**src/rtl/fifo_arb_pkg.sv**
```systemverilog
// +--------------------------------------------------------------------+
// | fifo_arb_pkg : shared types and helpers for fifo_wr_arbiter         |
// | Rev 1.0                                                             |
// +--------------------------------------------------------------------+
`default_nettype none

package fifo_arb_pkg;

    typedef enum logic {IDLE, XFER} arb_state_t;

    localparam int NREQ_DEF  = 4;
    localparam int WIDTH_DEF = 8;

    // Increment with explicit wrap so non-power-of-two NREQ stays in range.
    function automatic int unsigned rr_next(input int unsigned idx, input int unsigned n);
        return (idx + 1 >= n) ? 0 : idx + 1;
    endfunction

endpackage

`default_nettype wire

```
**src/rtl/rr_pick.sv**
```systemverilog
// +--------------------------------------------------------------------+
// | rr_pick : combinational round-robin search starting at rr_ptr       |
// | Rev 1.0                                                             |
// +--------------------------------------------------------------------+
`default_nettype none

module rr_pick
    import fifo_arb_pkg::*;
#(
    parameter int NREQ = NREQ_DEF,
    parameter int PW   = $clog2(NREQ)
) (
    input  logic [NREQ-1:0] req_i,
    input  logic [PW-1:0]   rr_ptr_i,
    output logic [NREQ-1:0] pick_o,
    output logic            found_o
);

    logic [PW:0]   sum;
    logic [PW-1:0] idx;

    always_comb begin
        pick_o  = '0;
        found_o = 1'b0;
        sum     = '0;
        idx     = '0;
        for (int k = 0; k < NREQ; k++) begin
            sum = {1'b0, rr_ptr_i} + (PW+1)'(k);
            if (sum >= (PW+1)'(NREQ)) begin
                sum = sum - (PW+1)'(NREQ);
            end
            idx = sum[PW-1:0];
            if (!found_o && req_i[idx]) begin
                pick_o[idx] = 1'b1;
                found_o     = 1'b1;
            end
        end
    end

endmodule

`default_nettype wire

```
**src/rtl/fifo_wr_arbiter.sv**
```systemverilog
// +--------------------------------------------------------------------+
// | fifo_wr_arbiter : frame-granular round-robin arbiter for FIFO wport |
// | Optional stall abort: define FIFO_ARB_TIMEOUT_EN                    |
// | Rev 1.0                                                             |
// +--------------------------------------------------------------------+
`default_nettype none

module fifo_wr_arbiter
    import fifo_arb_pkg::*;
#(
    parameter int NREQ    = NREQ_DEF,
    parameter int WIDTH   = WIDTH_DEF,
    parameter int TIMEOUT = 64
) (
    input  logic                  clk,
    input  logic                  arst_n,
    input  logic [NREQ-1:0]       req,
    input  logic [NREQ-1:0]       valid,
    input  logic [NREQ-1:0]       last,
    input  logic [NREQ*WIDTH-1:0] data,
    output logic [NREQ-1:0]       ready,
    input  logic                  full,
    output logic                  w_en,
    output logic [WIDTH-1:0]      data_out,
    output logic [NREQ-1:0]       grant,
    output logic                  busy,
    output logic                  timeout_err
);

    localparam int PW = $clog2(NREQ);

    arb_state_t      state_q, state_d;
    logic [NREQ-1:0] grant_q, grant_d;
    logic [PW-1:0]   gidx_q, gidx_d;
    logic [PW-1:0]   rr_ptr_q, rr_ptr_d;

    logic [NREQ-1:0] pick;
    logic            found;
    logic [PW-1:0]   pick_idx;
    logic            valid_g;
    logic            last_g;
    logic            accept;
    logic            abort;

    rr_pick #(
        .NREQ (NREQ),
        .PW   (PW)
    ) u_rr_pick (
        .req_i    (req),
        .rr_ptr_i (rr_ptr_q),
        .pick_o   (pick),
        .found_o  (found)
    );

    always_comb begin
        pick_idx = '0;
        for (int i = 0; i < NREQ; i++) begin
            if (pick[i]) begin
                pick_idx = PW'(i);
            end
        end
    end

    // Write path is combinational on full so a write can never land on a full FIFO.
    assign valid_g  = valid[gidx_q];
    assign last_g   = last[gidx_q];
    assign accept   = (state_q == XFER) && valid_g && !full;
    assign ready    = accept ? grant_q : '0;
    assign w_en     = accept;
    assign data_out = (state_q == XFER) ? data[gidx_q*WIDTH +: WIDTH] : '0;
    assign grant    = grant_q;
    assign busy     = (state_q == XFER);

`ifdef FIFO_ARB_TIMEOUT_EN
    localparam int CW = $clog2(TIMEOUT+1);

    logic [CW-1:0] stall_q, stall_d;
    logic [CW-1:0] stall_inc;

    assign stall_inc = stall_q + 1'b1;

    // Full-stalled beats (valid high) neither count nor clear the stall run.
    always_comb begin
        stall_d = stall_q;
        abort   = 1'b0;
        if (state_q != XFER || accept) begin
            stall_d = '0;
        end else if (!valid_g) begin
            if (stall_inc == CW'(TIMEOUT)) begin
                abort   = 1'b1;
                stall_d = '0;
            end else begin
                stall_d = stall_inc;
            end
        end
    end

    always_ff @(posedge clk or negedge arst_n) begin
        if (!arst_n) begin
            stall_q <= '0;
        end else begin
            stall_q <= stall_d;
        end
    end

    assign timeout_err = abort;
`else
    assign abort       = 1'b0;
    assign timeout_err = 1'b0;
`endif

    always_comb begin
        state_d  = state_q;
        grant_d  = grant_q;
        gidx_d   = gidx_q;
        rr_ptr_d = rr_ptr_q;
        case (state_q)
            IDLE: begin
                if (found) begin
                    state_d = XFER;
                    grant_d = pick;
                    gidx_d  = pick_idx;
                end
            end
            XFER: begin
                if ((accept && last_g) || abort) begin
                    state_d  = IDLE;
                    grant_d  = '0;
                    rr_ptr_d = PW'(rr_next(32'(gidx_q), NREQ));
                end
            end
            default: begin
                state_d = IDLE;
                grant_d = '0;
            end
        endcase
    end

    always_ff @(posedge clk or negedge arst_n) begin
        if (!arst_n) begin
            state_q  <= IDLE;
            grant_q  <= '0;
            gidx_q   <= '0;
            rr_ptr_q <= '0;
        end else begin
            state_q  <= state_d;
            grant_q  <= grant_d;
            gidx_q   <= gidx_d;
            rr_ptr_q <= rr_ptr_d;
        end
    end

endmodule

`default_nettype wire

```
**config.mk**
```make
export PLATFORM = sky130hd
export DESIGN_NAME = fifo_wr_arbiter
export DESIGN_NICKNAME = d
export VERILOG_FILES = /design/src/rtl/fifo_arb_pkg.sv /design/src/rtl/rr_pick.sv /design/src/rtl/fifo_wr_arbiter.sv
export SDC_FILE = /design/constraint.sdc
export NUM_CORES = 1
export LEC_CHECK = 0
export BUFFER_PORTS_ARGS = -buffer_cell sky130_fd_sc_hd__buf_2
export CORE_MARGIN = 1
export CORE_UTILIZATION = 44
export CTS_CLUSTER_DIAMETER = 200
export DETAILED_ROUTE_END_ITERATION = 7
export PLACE_DENSITY = 0.81
export SETUP_SLACK_MARGIN = 0.1
export SLEW_MARGIN = 20
export SYNTH_ARGS = -nofsm -noshare
export SYNTH_HDL_FRONTEND = slang
export SYNTH_SLANG_ARGS = --single-unit
```
**constraint.sdc**
```tcl
create_clock -name clk -period 3.03 [get_ports clk]
set_input_delay 0.1515 -clock clk [delete_from_list [all_inputs] [get_ports clk]]
set_output_delay 0.1515 -clock clk [all_outputs]
set_load 0.02 [all_outputs]
```
==> impl_metrics.json, run 1 <==
{
  "yosysSeqAreaShare_pct": 20.0,
  "synth_edf_count": 0,
  "dr.first_iter.drc_count": 29,
  "slew_headroom_pct": 50.8,
  "worstHoldPathType": "in -> async",
  "initial_core_util_pct": 48.5,
  "yosysMostFrequentCell": "and2_1",
  "p_int_mw": 0.713,
  "die_y_um": 52.6,
  "grt_usage_pct": 24.8,
  "grt_pass1_wl_um": 5010,
  "status": "finished, final reports clean",
  "dieArea_um2": 2760,
  "ys_seq_elements": 9,
  "slew_viol_final": 0,
  "path_class": "reg -> reg",
  "die_x_um": 52.6,
  "worst_setup_path_end_kind": "flip-flop",
  "antenna_cells": 0,
  "cts_tree": "yes",
  "p_sw_mw": 0.707,
  "min_period_ps": 2400,
  "grt_max_degree": 16,
  "cp.required_ps": 3150,
  "numClockSinks": 9,
  "numPortBuffers": 64,
  "synthArstFlopShare_pct": 100,
  "combPwrFrac_pct": 72.9,
  "ys_warn_count": 0,
  "num_rows": 17,
  "root_buffer": "clkbuf_4",
  "synth_area_leaders": "dfrtp_1, mux4_2, ha_1",
  "maxCapViolCount": 0,
  "num_vias": 1155,
  "clkPwrFrac_pct": 6.4,
  "vdd_drop_max_uv": 543,
  "ctsLongestPathBuffers": 2,
  "fin_crit_sh_pct": 79.2,
  "max_freq_mhz": 417,
  "sequentialPowerShare_pct": 20.7,
  "syn_area_um2": 1120,
  "start_kind": "flip-flop",
  "fin_tns_setup_ps": 0,
  "clk_latency_ps": 260,
  "drt-total-wl_um": 2990,
  "fin_nets": 231,
  "rsz0062_at_grt": "no",
  "synth_cells": 112,
  "cellLeakagePower_nw": 0.730,
  "grt_overflow": 0,
  "final_layout_size_suffix_gt1_share_pct": 49.4,
  "core_region_area_um2": 2320,
  "cts_buffers": 3,
  "ctsResizeCount": 0,
  "drc": 0,
  "max_slew.worst_pin.slew_ps": 739,
  "synth.avg_cell_area_um2": 10.0,
  "antenna_found_initial": 0,
  "power_density_nw_per_um2": 951,
  "via_per_inst": 5.66,
  "htreeDepth": 1,
  "hpwl_um": 2460,
  "synth_top_area_share_pct": 20.0,
  "grt_pass1_vias": 1196,
  "io_pins": 66,
  "ys_types": 38,
  "setup_viol": 0,
  "wire_per_inst_um": 14.7,
  "cp_data_arrival_time_ps": 2520,
  "synth_area_leader_cell": "dfrtp_1",
  "switching_share_pct": 49.8,
  "first_pass_iters": 4,
  "synth_common_cells": "and2_1, mux4_2, nand2_1",
  "skew_ps": 4.71,
  "gp_congestion": 0.984,
  "ys.flop_type": "dfrtp_1",
  "cp_max_fo": 9,
  "antenna_left": 0,
  "whs_ps": 273,
  "clk_pin_slew_ps": 60,
  "finalHoldViolations": 0,
  "synthToLayoutAreaGrowth_pct": 32.7,
  "synth_nets": 166
}
cell families (layout without fill, tap and decap cells):
family	count (synthesis)	after routing	synth area share [%]
and+or+nand+nor	43	43	21.2
AOI/OAI and AO/OA	22	22	16.1
muxes	19	19	30.0
buffers and inverters	11	75	4.45
DFF	9	9	20.0
adders and majority gates	7	7	7.79
other	1	1	0.333
critical path, cell delays in order, from the launching register on:
cell       delay, ps
dfrtp_1          530
inv_1            110
ha_1             340
mux2i_1          180
mux2_4           320
a2111oi_0        400
a21oi_1          100
a21oi_2          170
a31oi_1          100
through the flow:
stage	utilization (%)	total power [mW]	cells	setup slack (ps)	cell area, um^2
floorplan	-	1.08	112	751	1120
global placement	62.8	1.29	199	737	1460
detailed placement	62.8	1.33	199	646	1460
CTS	64.4	1.42	204	632	1490
global route	64.4	1.55	204	404	1490
finish	64.4	1.42	204	630	1490
sequential cells by signal, summed over array words and instances, names as in the netlist:
signal    cells
grant         4
gidx_q        2
rr_ptr_q      2
busy          1
path summary, 6_finish.rpt:
path	to	startpoint	slack (ps)	cells after the start
worst max-delay path	gidx_q[0]$_DFFE_PN0P_	rr_ptr_q[1]$_DFFE_PN0P_	630	8
worst min-delay path	grant[3]$_DFFE_PN0P_	arst_n	270	2
worst max register to register	gidx_q[0]$_DFFE_PN0P_	rr_ptr_q[1]$_DFFE_PN0P_	630	8
worst min register to register	grant[0]$_DFFE_PN0P_	grant[0]$_DFFE_PN0P_	530	2
max in group asynchronous	gidx_q[0]$_DFFE_PN0P_	arst_n	2570	2
min in group clk	rr_ptr_q[0]$_DFFE_PN0P_	full	330	4
cells in the final DEF, fill, tap and decap left out, types with 2 or more instances in the layout:
master / count
a211oi_1: 2
nand2_1: 10
mux2i_1: 6
mux4_2: 10
nor2b_1: 2
ha_1: 7
o22ai_1: 5
inv_1: 4
a31oi_1: 2
buf_2: 64
nor2_1: 4
dfrtp_1: 9
clkbuf_4: 3
nand2b_1: 4
and2_1: 12
o21ai_1: 3
nand3_1: 5
a21oi_1: 2
area by class of cell:
type / count / area [um^2]
clock buffers: 4 / 26.3
repair buffers: 66 / 338
flip-flops and latches: 9 / 225
multi-input cells: 92 / 850
well taps: 28 / 35.0
inverters: 5 / 18.8
fillers: 204 / 826
metal layers:
metal | vias to the layer above | global-route usage [%] | routed length (um)
met1 | 530 | 26.0 | 1160
met3 | 10 | 4.35 | 207
met5 | - | 0 | 0
met2 | 63 | 47.3 | 1530
li1 | 552 | - | -
met4 | 0 | 11.0 | 89
what timing repair did:
| item | in CTS | in global routing |
|---|---|---|
| endpoints found under the hold margin | 9 | 0 |
| hold buffers | 1 | 0 |
| setup buffers | 0 | 0 |
power by group through the flow:
stage	registers (mW)	clock network, mW	logic, mW
6_report	0.294	0.0912	1.03
5_1_grt	0.313	0.104	1.13
4_1_cts	0.297	0.0925	1.03
3_5_place_dp	0.298	0	1.03
3_3_place_gp	0.289	0	1.01
2_1_floorplan	0.264	0	0.812
Power figures use the tool's default switching activity.
==> run 2: changes to the inputs <==
--- a/config.mk
+++ b/config.mk
@@ -5,12 +5,13 @@
 export SDC_FILE = /design/constraint.sdc
 export NUM_CORES = 1
 export LEC_CHECK = 0
+export ABC_AREA = 1
 export BUFFER_PORTS_ARGS = -buffer_cell sky130_fd_sc_hd__buf_2
 export CORE_MARGIN = 1
-export CORE_UTILIZATION = 44
+export CORE_UTILIZATION = 42
 export CTS_CLUSTER_DIAMETER = 200
 export DETAILED_ROUTE_END_ITERATION = 7
-export PLACE_DENSITY = 0.81
+export PLACE_DENSITY = 0.77
 export SETUP_SLACK_MARGIN = 0.1
 export SLEW_MARGIN = 20
 export SYNTH_ARGS = -nofsm -noshare
==> constraint.sdc (replaced) <==
create_clock -name clk -period 2 [get_ports clk]
set_input_delay 0.1 -clock clk [delete_from_list [all_inputs] [get_ports clk]]
set_output_delay 0.1 -clock clk [all_outputs]
set_load 0.02 [all_outputs]
==> run 2 against run 1 <==
- the flow now finishes with violations (DRC)
- sequential cell count unchanged
- sequential power grew 16%
- utilization is 3.1 points lower
- die area up 21%
- sequential share of layout area is 2.1 points lower
- final cell count up 56%
==> impl_metrics.json, run 2 <==
{
  "status": "finished with violations",
  "violations": "DRC",
  "max_slew.worst_pin.slew_ps": 519,
  "wire_per_inst_um": 11.1,
  "final_layout_size_suffix_gt1_share_pct": 34.4,
  "rsz0062_at_grt": "no",
  "drt-total-wl_um": 3530,
  "synth_nets": 272,
  "final_cell_mix": "buf_2, nand2_1, nor2_1, nand3_1, inv_1",
  "ys.flop_type": "dfrtp_1",
  "dr.first_iter.drc_count": 48,
  "grt_max_degree": 23,
  "cp.required_ps": 2150,
  "syn_area_um2": 1310,
  "power_density_nw_per_um2": 1580,
  "ctsLongestPathBuffers": 2,
  "largest_reg_flops": 4,
  "worst_setup_path_end_kind": "flip-flop",
  "io_pins": 66,
  "gp_congestion": 0.817,
  "dieArea_um2": 3350,
  "setup_viol": 0,
  "min_period_ps": 1760,
  "dp.cells": 310,
  "p_total_mw": 2.77,
  "clk_latency_ps": 250,
  "antenna_found_initial": 0,
  "fill_cells": 284,
  "numClockSinks": 9,
  "fin_crit_sh_pct": 88.2,
  "hpwl_um": 2770,
  "max_freq_mhz": 567,
  "die_x_um": 57.9,
  "layout_commonest_cell": "buf_2",
  "antenna_left": 0,
  "numPortBuffers": 64,
  "stdcell_count": 319,
  "cp_max_fo": 7,
  "htreeDepth": 1,
  "num_rows": 19,
  "yosysSeqAreaShare_pct": 17.2,
  "cellLeakagePower_nw": 0.995,
  "core_region_area_um2": 2850,
  "finalHoldViolations": 0,
  "via_per_inst": 4.97,
  "cts_tree": "yes",
  "synth_common_cells": "nand2_1, nor2_1, nand3_1",
  "yosysMostFrequentCell": "nand2_1",
  "synth_cells": 218,
  "ys_seq_elements": 9,
  "path_class": "reg -> reg",
  "synth_top_area_share_pct": 17.2,
  "num_vias": 1586,
  "ys_warn_count": 0,
  "synth_area_leader_cell": "dfrtp_1",
  "slew_headroom_pct": 65.4,
  "vdd_drop_max_uv": 855,
  "first_pass_iters": 8,
  "worstHoldPathType": "in -> async",
  "synth_area_leaders": "dfrtp_1, nand2_1, nor2_1",
  "synth_edf_count": 0,
  "grt_overflow": 0,
  "start_kind": "flip-flop",
  "die_y_um": 57.9,
  "cp_data_arrival_time_ps": 1910,
  "fin_tns_setup_ps": 0,
  "synth.avg_cell_area_um2": 6.01,
  "synthToLayoutAreaGrowth_pct": 33.3,
  "synthArstFlopShare_pct": 100,
  "maxCapViolCount": 0,
  "clk_pin_slew_ps": 70,
  "fin_nets": 343,
  "ys_types": 25,
  "grt_pass1_wl_um": 5730,
  "initial_core_util_pct": 46.0,
  "root_buffer": "clkbuf_4",
  "grt_pass1_vias": 1369,
  "slew_viol_final": 0,
  "drc": 4,
  "cts_buffers": 3,
  "antenna_cells": 0,
  "final_util_pct": 61.3,
  "skew_ps": 3.30,
  "grt_usage_pct": 21.1
}
run 2: area by class of cell:
class	instances	area [um^2]	area share [%]
multi-input cells	175	956	54.7
flip-flops and latches	9	226	13.0
repair buffers	74	398	22.8
well taps	31	38.8	2.22
inverters	26	103	5.87
clock buffers	4	26.3	1.50
run 2: where the power goes:
group	switching, mW	leakage (nW)	total [mW]	internal, mW
registers	0.0810	0.112	0.341	0.260
clock network	0.0638	0.0150	0.141	0.0768
logic	1.47	0.867	2.29	0.816
run 2: logic make-up after synthesis:
| group | share of synthesized area (%) |
|---|---|
| and+or+nand+nor | 51.0 |
| other | 0.286 |
| AOI/OAI and AO/OA | 13.8 |
| DFF | 17.2 |
| buffers and inverters | 11.1 |
| adders and majority gates | 6.68 |
run 2: per-layer routing:
layer	wire (um)	vias to the layer above	global-route usage, %
met5	0	-	0
met4	0	0	3.06
met3	121	0	2.23
met2	1780	37	35.6
met1	1630	719	29.7
li1	-	830	-
run 2: per-stage QoR:
step           hold slack (ps)  cell area [um^2]  setup WS, ps
2_1_floorplan             -196              1310           153
3_3_place_gp             -42.4              1660           199
3_5_place_dp             -38.2              1660           181
4_1_cts                    216              1700           172
5_1_grt                    267              1750           131
6_report                   231              1750           236
run 2: timing repair:
| action | CTS | global route |
|---|---|---|
| gates resized for setup | 0 | 4 |
| hold endpoints to repair | 9 | 0 |
| buffers inserted | 0 | 4 |
| setup endpoints to repair | 0 | 7 |
| hold buffers | 1 | 0 |
run 2: final timing paths:
kind	startpoint	end	slack [ps]	cells past startpoint
worst max-delay path	rr_ptr_q[0]$_DFFE_PN0P_	gidx_q[0]$_DFFE_PN0P_	240	10
worst min-delay path	arst_n	grant[0]$_DFFE_PN0P_	230	2
worst max register to register	rr_ptr_q[0]$_DFFE_PN0P_	gidx_q[0]$_DFFE_PN0P_	240	10
worst min register to register	grant[0]$_DFFE_PN0P_	grant[0]$_DFFE_PN0P_	500	2
max in group asynchronous	arst_n	gidx_q[1]$_DFFE_PN0P_	1570	2
min in group clk	last[2]	grant[3]$_DFFE_PN0P_	450	6
run 2: worst max-delay path: stages, from the launching register on:
cell	delay, ps
dfrtp_1	410
clkinv_4	110
ha_4	260
inv_1	90
nand3_1	80
nand2_1	170
nand4_1	180
nor2_2	170
nor2_4	60
nand3_1	70
nand2_1	50
